`src/rtl/instruction_decode_buffer_if.sv`:
```
// instruction_decode_buffer_if: fetch-side and decode-side handshake bundle for the decode buffer.
`ifndef WORD_LEN
`define WORD_LEN 32
`endif
`ifndef SIGN_EXTEND_LEN
`define SIGN_EXTEND_LEN 16
`endif

interface instruction_decode_buffer_if #(
    parameter int WORD_LEN = `WORD_LEN,
    parameter int IMM_LEN = `SIGN_EXTEND_LEN
);
    logic fetchValid;
    logic fetchReady;
    logic [WORD_LEN-1:0] fetchInstruction;
    logic [WORD_LEN-1:0] fetchPc;
    logic decodeValid;
    logic decodeReady;
    logic [5:0] opcode;
    logic [4:0] rs;
    logic [4:0] rt;
    logic [4:0] rd;
    logic [4:0] shamt;
    logic [5:0] funct;
    logic [IMM_LEN-1:0] immediate;
    logic [25:0] jumpTarget;
    logic [WORD_LEN-1:0] pcPlus4;
    logic [31:0] decodedCount;

    modport slave (
        input fetchValid, fetchInstruction, fetchPc, decodeReady,
        output fetchReady, decodeValid, opcode, rs, rt, rd, shamt, funct,
        output immediate, jumpTarget, pcPlus4, decodedCount
    );

    modport master (
        output fetchValid, fetchInstruction, fetchPc, decodeReady,
        input fetchReady, decodeValid, opcode, rs, rt, rd, shamt, funct,
        input immediate, jumpTarget, pcPlus4, decodedCount
    );
endinterface

```
`src/rtl/instruction_decode_buffer.sv`:
```
// instruction_decode_buffer: two-entry skid buffer between fetch and decode that splits the head word into MIPS fields.
`ifndef WORD_LEN
`define WORD_LEN 32
`endif
`ifndef SIGN_EXTEND_LEN
`define SIGN_EXTEND_LEN 16
`endif

module instruction_decode_buffer #(
    parameter int WORD_LEN = `WORD_LEN,
    parameter int IMM_LEN = `SIGN_EXTEND_LEN
) (
    input logic clk,
    input logic rst_n,
    input logic flush,
    instruction_decode_buffer_if.slave bus
);
    typedef enum logic [1:0] {EMPTY, BUSY, FULL} stateType;

    stateType state, nextState;
    logic [WORD_LEN-1:0] headInstr, headPc, skidInstr, skidPc;
    logic fetchReadyReg;
    logic [31:0] countReg;
    logic accept, deliver, loadHead, loadSkid, moveSkid;

    assign accept = bus.fetchValid && fetchReadyReg;
    assign deliver = bus.decodeValid && bus.decodeReady;

    always_comb begin
        nextState = state;
        loadHead = 1'b0;
        loadSkid = 1'b0;
        moveSkid = 1'b0;
        if (flush) nextState = EMPTY;
        else begin
            case (state)
                EMPTY: if (accept) begin
                    nextState = BUSY;
                    loadHead = 1'b1;
                end
                BUSY: if (accept && deliver) loadHead = 1'b1;
                else if (accept) begin
                    nextState = FULL;
                    loadSkid = 1'b1;
                end else if (deliver) nextState = EMPTY;
                FULL: if (deliver) begin
                    nextState = BUSY;
                    moveSkid = 1'b1;
                end
                default: nextState = EMPTY;
            endcase
        end
    end

    // ready is registered from the next state so decodeReady never reaches fetchReady combinationally
    always_ff @(posedge clk or negedge rst_n) begin
        if (!rst_n) begin
            state <= EMPTY;
            fetchReadyReg <= 1'b1;
            countReg <= '0;
        end else begin
            state <= nextState;
            fetchReadyReg <= nextState != FULL;
            if (deliver) countReg <= countReg + 32'd1;
        end
    end

    always_ff @(posedge clk or negedge rst_n) begin
        if (!rst_n) begin
            headInstr <= '0;
            headPc <= '0;
            skidInstr <= '0;
            skidPc <= '0;
        end else begin
            if (loadHead) begin
                headInstr <= bus.fetchInstruction;
                headPc <= bus.fetchPc;
            end else if (moveSkid) begin
                headInstr <= skidInstr;
                headPc <= skidPc;
            end
            if (loadSkid) begin
                skidInstr <= bus.fetchInstruction;
                skidPc <= bus.fetchPc;
            end
        end
    end

    assign bus.fetchReady = fetchReadyReg;
    assign bus.decodeValid = state != EMPTY;
    assign bus.opcode = headInstr[31:26];
    assign bus.rs = headInstr[25:21];
    assign bus.rt = headInstr[20:16];
    assign bus.rd = headInstr[15:11];
    assign bus.shamt = headInstr[10:6];
    assign bus.funct = headInstr[5:0];
    assign bus.immediate = headInstr[IMM_LEN-1:0];
    assign bus.jumpTarget = headInstr[25:0];
    assign bus.pcPlus4 = headPc + WORD_LEN'(4);
    assign bus.decodedCount = countReg;
endmodule

```
`src/flat_wrapper.sv`:
```
// flat-port wrapper written by rule: the top's interface ports become plain ports
module instruction_decode_buffer_flat 
#(
    parameter int WORD_LEN = `WORD_LEN,
    parameter int IMM_LEN = `SIGN_EXTEND_LEN
)
  (clk, rst_n, flush, bus_fetchValid, bus_fetchInstruction, bus_fetchPc, bus_decodeReady, bus_fetchReady, bus_decodeValid, bus_opcode, bus_rs, bus_rt, bus_rd, bus_shamt, bus_funct, bus_immediate, bus_jumpTarget, bus_pcPlus4, bus_decodedCount);
  instruction_decode_buffer_if #(.WORD_LEN(WORD_LEN), .IMM_LEN(IMM_LEN)) bus_i ();
  input logic clk;
  input logic rst_n;
  input logic flush;
  input wire logic [$bits(bus_i.fetchValid)-1:0] bus_fetchValid;
  input wire logic [$bits(bus_i.fetchInstruction)-1:0] bus_fetchInstruction;
  input wire logic [$bits(bus_i.fetchPc)-1:0] bus_fetchPc;
  input wire logic [$bits(bus_i.decodeReady)-1:0] bus_decodeReady;
  output wire logic [$bits(bus_i.fetchReady)-1:0] bus_fetchReady;
  output wire logic [$bits(bus_i.decodeValid)-1:0] bus_decodeValid;
  output wire logic [$bits(bus_i.opcode)-1:0] bus_opcode;
  output wire logic [$bits(bus_i.rs)-1:0] bus_rs;
  output wire logic [$bits(bus_i.rt)-1:0] bus_rt;
  output wire logic [$bits(bus_i.rd)-1:0] bus_rd;
  output wire logic [$bits(bus_i.shamt)-1:0] bus_shamt;
  output wire logic [$bits(bus_i.funct)-1:0] bus_funct;
  output wire logic [$bits(bus_i.immediate)-1:0] bus_immediate;
  output wire logic [$bits(bus_i.jumpTarget)-1:0] bus_jumpTarget;
  output wire logic [$bits(bus_i.pcPlus4)-1:0] bus_pcPlus4;
  output wire logic [$bits(bus_i.decodedCount)-1:0] bus_decodedCount;
  assign bus_i.fetchValid = bus_fetchValid;
  assign bus_i.fetchInstruction = bus_fetchInstruction;
  assign bus_i.fetchPc = bus_fetchPc;
  assign bus_i.decodeReady = bus_decodeReady;
  assign bus_fetchReady = bus_i.fetchReady;
  assign bus_decodeValid = bus_i.decodeValid;
  assign bus_opcode = bus_i.opcode;
  assign bus_rs = bus_i.rs;
  assign bus_rt = bus_i.rt;
  assign bus_rd = bus_i.rd;
  assign bus_shamt = bus_i.shamt;
  assign bus_funct = bus_i.funct;
  assign bus_immediate = bus_i.immediate;
  assign bus_jumpTarget = bus_i.jumpTarget;
  assign bus_pcPlus4 = bus_i.pcPlus4;
  assign bus_decodedCount = bus_i.decodedCount;
  instruction_decode_buffer #(.WORD_LEN(WORD_LEN), .IMM_LEN(IMM_LEN)) u_core (.clk(clk), .rst_n(rst_n), .flush(flush), .bus(bus_i));
endmodule
```
`config.mk`:
```
export PLATFORM = sky130hd
export DESIGN_NAME = instruction_decode_buffer_flat
export DESIGN_NICKNAME = d
export VERILOG_FILES = /design/src/rtl/instruction_decode_buffer_if.sv /design/src/rtl/instruction_decode_buffer.sv /design/src/flat_wrapper.sv
export SDC_FILE = /design/constraint.sdc
export NUM_CORES = 1
export LEC_CHECK = 0
export ABC_AREA = 1
export CORE_UTILIZATION = 35
export CTS_CLUSTER_SIZE = 20
export DETAILED_ROUTE_END_ITERATION = 12
export PLACE_DENSITY = 0.57
export SYNTH_ARGS = -nofsm -noshare
export SYNTH_HDL_FRONTEND = slang
export SYNTH_SLANG_ARGS = --single-unit
```
`constraint.sdc`:
```
create_clock -name clk -period 4.2 [get_ports clk]
set_clock_uncertainty 0.2 [all_clocks]
set_input_delay 0.84 -clock clk [delete_from_list [all_inputs] [get_ports clk]]
set_output_delay 0.84 -clock clk [all_outputs]
set_load 0.1 [all_outputs]
```
==> flow_summary_export.csv, run 1 <==
group,metric,value,unit
setup_path,cp_top_family,"simple AND/OR/NAND/NOR gates",
sta,slew_headroom,25.81,%
clocking,cts_buffers,17,
logic_synthesis,synth_area_leaders,"dfrtp_1 (49%), nand2_1 (11%), inv_1 (6.5%)",
run,max-cap-violations,0,
global_route,grt_pass1_vias,6835,
detailed_routing,via_per_inst,4.750,
detailed_routing,vias,7210,
logic_synthesis,syn_area,8319,um2
logic_synthesis,mappedNetlistNets,1106,
logic_synthesis,synth_area_per_cell,8.038,um2
setup_path,max_stage_delay,0.48,ns
power,power.leakage,4.976,nW
setup_path,critPathMaxFanout,8,
clocking,cts_setup_buffers,0,
clocking,cts.clk_slew.worst_paths,0.07,ns
detailed_routing,drc_errors,0,
sta,setup_viol,0,
floorplan,rows,56,
floorplan,fp.dieW,156.2,um
global_route,overflow,0,
sta,tightestPinTransition,1.113,ns
global_route,grt_max_degree,105,
clocking,root_buffer,"clkbuf_16",
clocking,cts.repair.resized,0,
sta,final_max_slew_viol_count,0,
floorplan,fp.coreArea,23400,um2
sta,period_minus_slack,3.564,ns
cells_and_area,fin_cells,1518,
setup_path,critical-path-slowest-cell,"dfrtp_1",
logic_synthesis,ys_seq_elements,163,
cells_and_area,layout-drive-gt1-share,6.845,%
placement,dp_hpwl,15860,um
setup_path,path_cells,"ha_1 > nand3_2 > nor3_2 > nand2_1 > nor2_1 > xor2_1 > buf_4",
clocking,cts_tree,"yes",
placement,place_inst,1485,
detailed_routing,drt_iter0_markers,436,
floorplan,initial_core_util,35.55,%
detailed_routing,drt_first_pass_iters,5,
logic_synthesis,synth_edf_count,0,
global_route,antenna_found_initial,1,
clocking,ctsHtreeMaxLevel,4,
logic_synthesis,synth-seq-area-share,49.04,%
clocking,clk_latency,0.43,ns
logic_synthesis,synth_top_cells_by_count,"nand2_1 (250), dfrtp_1 (162), inv_1 (143), nor2_1 (123), nand3_1 (73)",
cells_and_area,nNetsFinal,1256,
sta,hold_viol,0,
status,status,"complete, no violations",
detailed_routing,wl,22410,um
clocking,ctsLongestPathBuffers,2,
sta,clock.fmax,280.6,MHz
placement,routabilityCongestion,0.9533,
detailed_routing,post_drt_wl_per_cell,14.76,um
logic_synthesis,dominantRegCellSynth,"dfrtp_1",
global_route,grt_pass1_wl,35870,um
logic_synthesis,yosysTopAreaCell,"dfrtp_1",
clocking,cts-hold-fix-buffers,0,
power,vdd_drop_max,0.4864,mV
detailed_routing,final_antenna_net_count,0,
power,p_per_area,566.6,nW/um2
logic_synthesis,synth_most_common_cell,"nand2_1",
logic_synthesis,synthCells,1035,
floorplan,die_h,156.2,um
sta,rsz0062_at_grt,"no",
setup_path,critical_path_class,"reg2out",
setup_path,cp_data_required_time,3.16,ns
hold_path,hold_path_class,"in2async",
logic_synthesis,synth_top_area_share,48.73,%
sta,fin_setup_tns,0,ns
sta,min_period_over_period,84.86,%
global_route,track_usage,18.87,%
logic_synthesis,synthArstFlopShare,100.0,%
setup_path,crit_path_start_kind,"register",
setup_path,cp_data_arrival_time,2.52,ns
logic_synthesis,yosysUniqueCellTypes,27,
logic_synthesis,ys.warnings.count,0,
setup_path,path_buf_inv,1,
floorplan,ios,209,
setup_path,cp-end-kind,"primary output",
floorplan,dieArea,24390,um2
cells_and_area,area_growth,31.10,%
placement,portBuffers,208,
clocking,cts.sinks,163,
==> layer usage <==
metal	share of wire [%]	vias to the layer above	GRT usage, %
met3	6.4	22	4.306
met4	1.4	0	6.209
li1	-	3574	-
met5	0	-	0
met2	46	223	29.04
met1	47	3391	26.09
==> final cells by class <==
type / instances / area [um2]
antenna: 1 / 2.502
clock inverter: 15 / 142.6
timing repair buffer: 215 / 2103
inverter: 144 / 540.5
clock buffer: 17 / 425.4
sequential: 163 / 4080
fill: 2363 / 12500
multi-input combinational: 644 / 3213
tap: 319 / 399.1
==> layout by cell type (no fill, tap or decap), types with 5 or more instances in the layout <==
| cell type | instances |
|---|---|
| nand2_1 | 249 |
| clkdlybuf4s50_1 | 179 |
| buf_4 | 32 |
| nand4_1 | 5 |
| a21oi_1 | 40 |
| xor2_1 | 27 |
| dfrtp_1 | 162 |
| o21ai_0 | 25 |
| nor2_1 | 123 |
| clkbuf_16 | 17 |
| nand3_1 | 71 |
| nor3_1 | 10 |
| xnor2_1 | 10 |
| inv_1 | 143 |
| o211ai_1 | 16 |
| o221ai_1 | 48 |
==> flip-flops by register name (all words and copies together) (netlist names) <==
name,count
u_core.skidInstr,32
u_core.bus.decodedCount,32
u_core.state,2
u_core.headPc,32
u_core.bus.fetchReady,1
u_core.headInstr,32
u_core.skidPc,32
==> power breakdown <==
group / switching, mW / internal [mW]
combinational: 2.02 / 0.586
sequential: 0.202 / 1.86
clock: 0.723 / 0.785
==> metrics by stage <==
stage	setup slack (ns)	power [mW]	util (%)	area (um2)	hold WS, ns
global route	0.5238	6.471	46.61	10910	0.1924
global placement	0.9605	4.691	44.17	10340	0.2666
detailed placement	0.8435	4.707	44.17	10340	0.2755
floorplan	0.4064	4.147	-	8319	0.2530
finish	0.6359	6.179	46.61	10910	0.1490
CTS	0.6296	6.235	46.59	10900	0.1747
==> logic make-up (layout without fill, tap and decap cells) <==
logic type      count (synthesis)  count (layout)  synth area share (%)
compound gates                130             130                 10.48
xor+xnor                       37              37                 3.895
fa+ha+maj                       2               2                0.3007
buf+inv                       228             391                 12.66
flops                         163             163                 49.05
other cells                     0               1                     0
simple gates                  475             475                 23.61
==> final timing paths <==
path                       slack (ns)                  start              endpoint  cells after the start
max                              0.64       u_core.headPc[2]       bus_pcPlus4[16]                      7
min                              0.15                  rst_n     u_core.skidPc[28]                      1
max reg2reg                      1.80  u_core.bus.fetchReady     u_core.headPc[21]                      5
min reg2reg                      0.29    u_core.skidInstr[4]   u_core.skidInstr[4]                      2
max in group asynchronous        2.86                  rst_n  u_core.skidInstr[20]                      2
min in group clk                 0.29    u_core.skidInstr[4]   u_core.skidInstr[4]                      2
==> worst register-to-register path, delay by kind of cell (launching register included) <==
family	cells	cell delay, ns
compound gates	1	0.22
flops	1	0.54
simple gates	4	1.27
(Power assumes the default switching activity.)
==> run 2: changes to the inputs <==
clock period = 3.5 ns   (was 4.2 ns; I/O delays follow)
==> run 2 against run 1 <==
Net effect:
- clock power rose by 23%
- routed wire length fell by 1.5%
- final cell count rose by 0.26%
- clock-buffer cell count did not move
- critical path depth did not move
- register-to-register slack got worse by 0.60 ns
==> flow_summary_export.csv, run 2 (same netlist as run 1, synthesis figures left out) <==
group,metric,value,unit
sta,fin_setup_tns,0,ns
sta,rsz0062_at_grt,"no",
setup_path,cp-end-kind,"primary output",
cells_and_area,final_common_cell,"nand2_1",
power,intPower,3.848,mW
detailed_routing,drt_iter0_markers,312,
detailed_routing,wl_met1,10540,um
clocking,clk_latency,0.43,ns
floorplan,ios,209,
sta,setup_viol,0,
detailed_routing,final_antenna_net_count,0,
power,switching_share,48.14,%
detailed_routing,drt_first_pass_iters,5,
floorplan,initial_core_util,35.55,%
sta,slew_headroom,56.02,%
placement,dp_hpwl,15920,um
placement,dpl_cell_area,10170,um2
clocking,root_buffer,"clkbuf_16",
global_route,overflow,0,
setup_path,cp_data_arrival_time,2.43,ns
clocking,cts-hold-fix-buffers,0,
power,total_power,7.421,mW
setup_path,max_stage_delay,0.47,ns
sta,hold_viol,0,
cells_and_area,fillers,2378,
detailed_routing,wl,22080,um
clocking,cts.repair.resized,0,
global_route,grt_max_degree,129,
sta,period_minus_slack,3.326,ns
setup_path,critPathMaxFanout,8,
power,p_per_area,689.9,nW/um2
setup_path,cp_data_required_time,2.60,ns
floorplan,rows,56,
setup_path,critical-path-slowest-cell,"dfrtp_1",
detailed_routing,routed.top_layer,"met4",
clocking,cts.clk_slew.worst_paths,0.08,ns
cells_and_area,diodes,0,
floorplan,die_h,156.2,um
power,power.leakage,5.195,nW
clocking,cts_tree,"yes",
cells_and_area,final_cell_mix,"nand2_1 (249), dfrtp_1 (162), buf_4 (145), inv_1 (143), nor2_1 (123)",
detailed_routing,drc_errors,0,
global_route,grt_pass1_wl,35540,um
floorplan,fp.dieW,156.2,um
global_route,grt_pass1_vias,6764,
floorplan,dieArea,24390,um2
placement,routabilityCongestion,0.9774,
global_route,antenna_found_initial,0,
power,vdd_drop_max,0.5911,mV
cells_and_area,multi_input_area,3243,um2
status,status,"complete, no violations",
detailed_routing,vias,7221,
detailed_routing,wl_met3,1159,um
clocking,cts.sinks,163,
cells_and_area,seq_area,4080,um2
placement,portBuffers,208,
detailed_routing,dr_wl_met2,10160,um
clocking,cts_setup_buffers,0,
cells_and_area,nNetsFinal,1261,
setup_path,cp_top_family,"simple AND/OR/NAND/NOR gates",
detailed_routing,post_drt_wl_per_cell,14.51,um
global_route,track_usage,18.61,%
clocking,ctsHtreeMaxLevel,4,
sta,clock.fmax,300.6,MHz
power,clockPowerShare,24.9,%
clocking,cts_buffers,17,
sta,tightestPinTransition,0.6596,ns
setup_path,path_cells,"ha_1 > nand3_2 > nor3_2 > nand2_1 > nor2_1 > xor2_2 > buf_12",
power,seqPwrFrac,33.5,%
cells_and_area,layout-drive-gt1-share,16.87,%
sta,min_period_over_period,95.04,%
setup_path,critical_path_class,"reg2out",
cells_and_area,final_area,10760,um2
power,combPwrFrac,41.6,%
power,netSwitchingPower,3.573,mW
floorplan,fp.coreArea,23400,um2
run,max-cap-violations,0,
detailed_routing,via_per_inst,4.744,
setup_path,crit_path_start_kind,"register",
clocking,ctsLongestPathBuffers,2,
setup_path,path_buf_inv,1,
sta,final_max_slew_viol_count,0,
cells_and_area,area_growth,29.30,%
hold_path,hold_path_class,"in2async",
-- run 2: changes by cell type in the layout (fill, tap and decap cells not counted), sizes merged --
cell | previous run | this run
buf | 36 | 153
clkinv | 6 | 5
inv | 151 | 154
clkinvlp | 2 | 0
diode | 1 | 0
clkdlybuf4s50 | 179 | 67
-- run 2: final timing paths --
path	from	to	slack, ns	depth (start not counted)
max in group asynchronous	rst_n	u_core.headInstr[28]	2.28	2
worst min register to register	u_core.skidInstr[6]	u_core.skidInstr[6]	0.29	2
min in group clk	u_core.skidInstr[6]	u_core.skidInstr[6]	0.29	2
worst min-delay path	rst_n	u_core.bus.decodedCount[28]	0.08	1
worst max register to register	u_core.bus.fetchReady	u_core.headPc[0]	1.20	7
worst max-delay path	u_core.headPc[2]	bus_pcPlus4[16]	0.17	7
-- run 2: cell type report --
class | count | share of cell area, %
sequential | 163 | 37.93
multi-input combinational | 644 | 30.15
timing repair buffer | 220 | 17.76
inverter | 144 | 5.025
clock buffer | 17 | 3.955
tap | 319 | 3.711
clock inverter | 15 | 1.466
-- run 2: metrics by stage --
stage | worst slack [ns] | utilization, % | hold WS (ns) | instances
floorplan | 0.06416 | - | 0.2044 | 1035
global placement | 0.4816 | 43.47 | 0.2668 | 1490
detailed placement | 0.4193 | 43.47 | 0.2739 | 1490
CTS | 0.1501 | 45.96 | 0.09772 | 1522
global route | 0.005360 | 45.96 | 0.1227 | 1522
finish | 0.1736 | 45.96 | 0.07688 | 1522
-- run 2: routing by layer --
layer,GRT usage [%],up-vias
met2,29.25,203
li1,-,3582
met4,5.415,0
met3,3.500,13
met5,0,-
met1,25.98,3423
-- run 2: power by group through the flow --
stage / combinational (mW) / clock [mW] / sequential, mW
detailed placement: 3.10 / 0 / 2.51
CTS: 3.11 / 1.90 / 2.48
finish: 3.09 / 1.85 / 2.48
floorplan: 1.89 / 0 / 3.09
global placement: 3.09 / 0 / 2.51
global route: 3.24 / 1.98 / 2.53
==> run 3: changes to the inputs <==
MAX_ROUTING_LAYER = met4   (was not set)
TNS_END_PERCENT = 100   (was not set)
==> run 3 against run 2 <==
Net effect:
- register-to-register slack improved by 0.10 ns
- critical path type unchanged
- non-clock buffer count unchanged
- power up 0.11%
- flip-flop and latch count unchanged
- die area did not move
- first-iteration DRC count rose by 17%
- routed wire length rose by 1.5%
- critical path depth unchanged
- highest routed layer unchanged
- clock-buffer cell count is 1 higher
- via count up 0.43%
==> flow_summary_export.csv, run 3 (same netlist as run 1, synthesis figures left out) <==
group,metric,value,unit
clocking,cts.repair.resized,0,
global_route,antenna_found_initial,0,
detailed_routing,post_drt_wl_per_cell,14.73,um
clocking,root_buffer,"clkbuf_16",
floorplan,fp.coreArea,23400,um2
floorplan,rows,56,
cells_and_area,final_area,10750,um2
power,power.leakage,5.187,nW
setup_path,path_buf_inv,1,
global_route,track_usage,19.58,%
sta,setup_viol,0,
placement,portBuffers,208,
setup_path,crit_path_start_kind,"register",
placement,place_inst,1490,
clocking,cts_buffers,17,
detailed_routing,final_antenna_net_count,0,
setup_path,cp_data_required_time,2.60,ns
clocking,cts_tree,"yes",
sta,hold_viol,0,
detailed_routing,dr_wl_met2,10460,um
cells_and_area,area_growth,29.25,%
power,p_per_area,690.9,nW/um2
sta,final_max_slew_viol_count,0,
detailed_routing,drt_first_pass_iters,5,
floorplan,initial_core_util,35.55,%
sta,rsz0062_at_grt,"no",
floorplan,dieArea,24390,um2
sta,tightestPinTransition,0.6503,ns
detailed_routing,via_per_inst,4.765,
placement,dpl_cell_area,10160,um2
sta,period_minus_slack,3.354,ns
sta,min_period_over_period,95.83,%
cells_and_area,final_cell_mix,"nand2_1 (249), dfrtp_1 (162), buf_4 (146), inv_1 (143), nor2_1 (123)",
placement,dp_hpwl,16000,um
clocking,cts.clk_slew.worst_paths,0.07,ns
sta,fin_setup_tns,0,ns
detailed_routing,wl_met3,1297,um
detailed_routing,vias,7252,
global_route,overflow,0,
clocking,clk_latency,0.42,ns
setup_path,critical_path_class,"reg2out",
setup_path,cp-end-kind,"primary output",
cells_and_area,final_core_util,45.95,%
setup_path,cp_top_family,"simple AND/OR/NAND/NOR gates",
global_route,grt_pass1_wl,35870,um
sta,clock.fmax,298.2,MHz
setup_path,path_cells,"ha_1 > nand3_2 > nor3_2 > nand2_1 > nor2_1 > xor2_2 > buf_12",
detailed_routing,wl,22420,um
status,status,"complete, no violations",
clocking,cts.sinks,163,
clocking,cts_setup_buffers,0,
detailed_routing,wl_met1,10370,um
hold_path,hold_path_class,"in2async",
cells_and_area,final_common_cell,"nand2_1",
placement,routabilityCongestion,0.9596,
cells_and_area,diodes,0,
setup_path,critPathMaxFanout,8,
detailed_routing,drc_errors,0,
floorplan,fp.dieW,156.2,um
cells_and_area,layout-drive-gt1-share,16.79,%
clocking,cts-hold-fix-buffers,0,
cells_and_area,fin_cells,1522,
setup_path,cp_data_arrival_time,2.45,ns
detailed_routing,routed.top_layer,"met4",
floorplan,ios,209,
global_route,grt_pass1_vias,6763,
global_route,grt_max_degree,129,
power,vdd_drop_max,0.8219,mV
cells_and_area,nNetsFinal,1261,
setup_path,max_stage_delay,0.49,ns
clocking,ctsLongestPathBuffers,2,
setup_path,critical-path-slowest-cell,"dfrtp_1",
detailed_routing,drt_iter0_markers,366,
sta,slew_headroom,56.65,%
clocking,ctsHtreeMaxLevel,4,
run,max-cap-violations,0,
floorplan,die_h,156.2,um
-- run 3: through the flow --
step / worst slack, ns / power (mW) / hold slack [ns]
after floorplan: 0.06416 / 4.983 / 0.2044
after global placement: 0.5850 / 5.597 / 0.2673
after detailed placement: 0.5515 / 5.620 / 0.2728
after CTS: 0.1378 / 7.510 / 0.09417
after global routing: 0.01136 / 7.774 / 0.1129
final: 0.1461 / 7.429 / 0.06552
-- run 3: final timing paths --
kind / slack [ns] / endpoint / cells past startpoint / start
hold reg to reg: 0.29 / u_core.skidInstr[5] / 2 / u_core.skidInstr[5]
setup / recovery: 0.15 / bus_pcPlus4[16] / 7 / u_core.headPc[2]
setup reg to reg: 1.30 / u_core.headInstr[25] / 7 / u_core.bus.fetchReady
min in group clk: 0.29 / u_core.skidInstr[5] / 2 / u_core.skidInstr[5]
hold / removal: 0.07 / u_core.skidPc[28] / 1 / rst_n
max in group asynchronous: 2.18 / u_core.skidInstr[21] / 2 / rst_n
-- run 3: metal layers --
metal,GRT usage [%],vias up
met4,5.509,0
li1,-,3575
met1,26.86,3422
met5,-,-
met2,29.38,238
met3,3.750,17
-- run 3: final cells by class --
| type | instances | area, um2 |
|---|---|---|
| clock buffer | 18 | 429.2 |
| multi-input combinational | 644 | 3243 |
| inverter | 144 | 540.5 |
| clock inverter | 14 | 162.7 |
| sequential | 163 | 4080 |
| timing repair buffer | 220 | 1898 |
| tap | 319 | 399.1 |
| fill | 2330 | 12650 |
-- run 3: power breakdown --
part	internal, mW	switching, mW	leakage, nW
Combinational	0.658	2.43	2.92
Sequential	2.23	0.256	1.98
Clock	0.962	0.894	0.288
-- run 3: worst register-to-register path, cell delays in order (launching register included) --
cell,delay [ns]
dfstp_2,0.54
nand2_1,0.08
nor2_1,0.28
nand2_2,0.27
inv_1,0.11
buf_4,0.40
nand2_1,0.13
o211ai_1,0.11
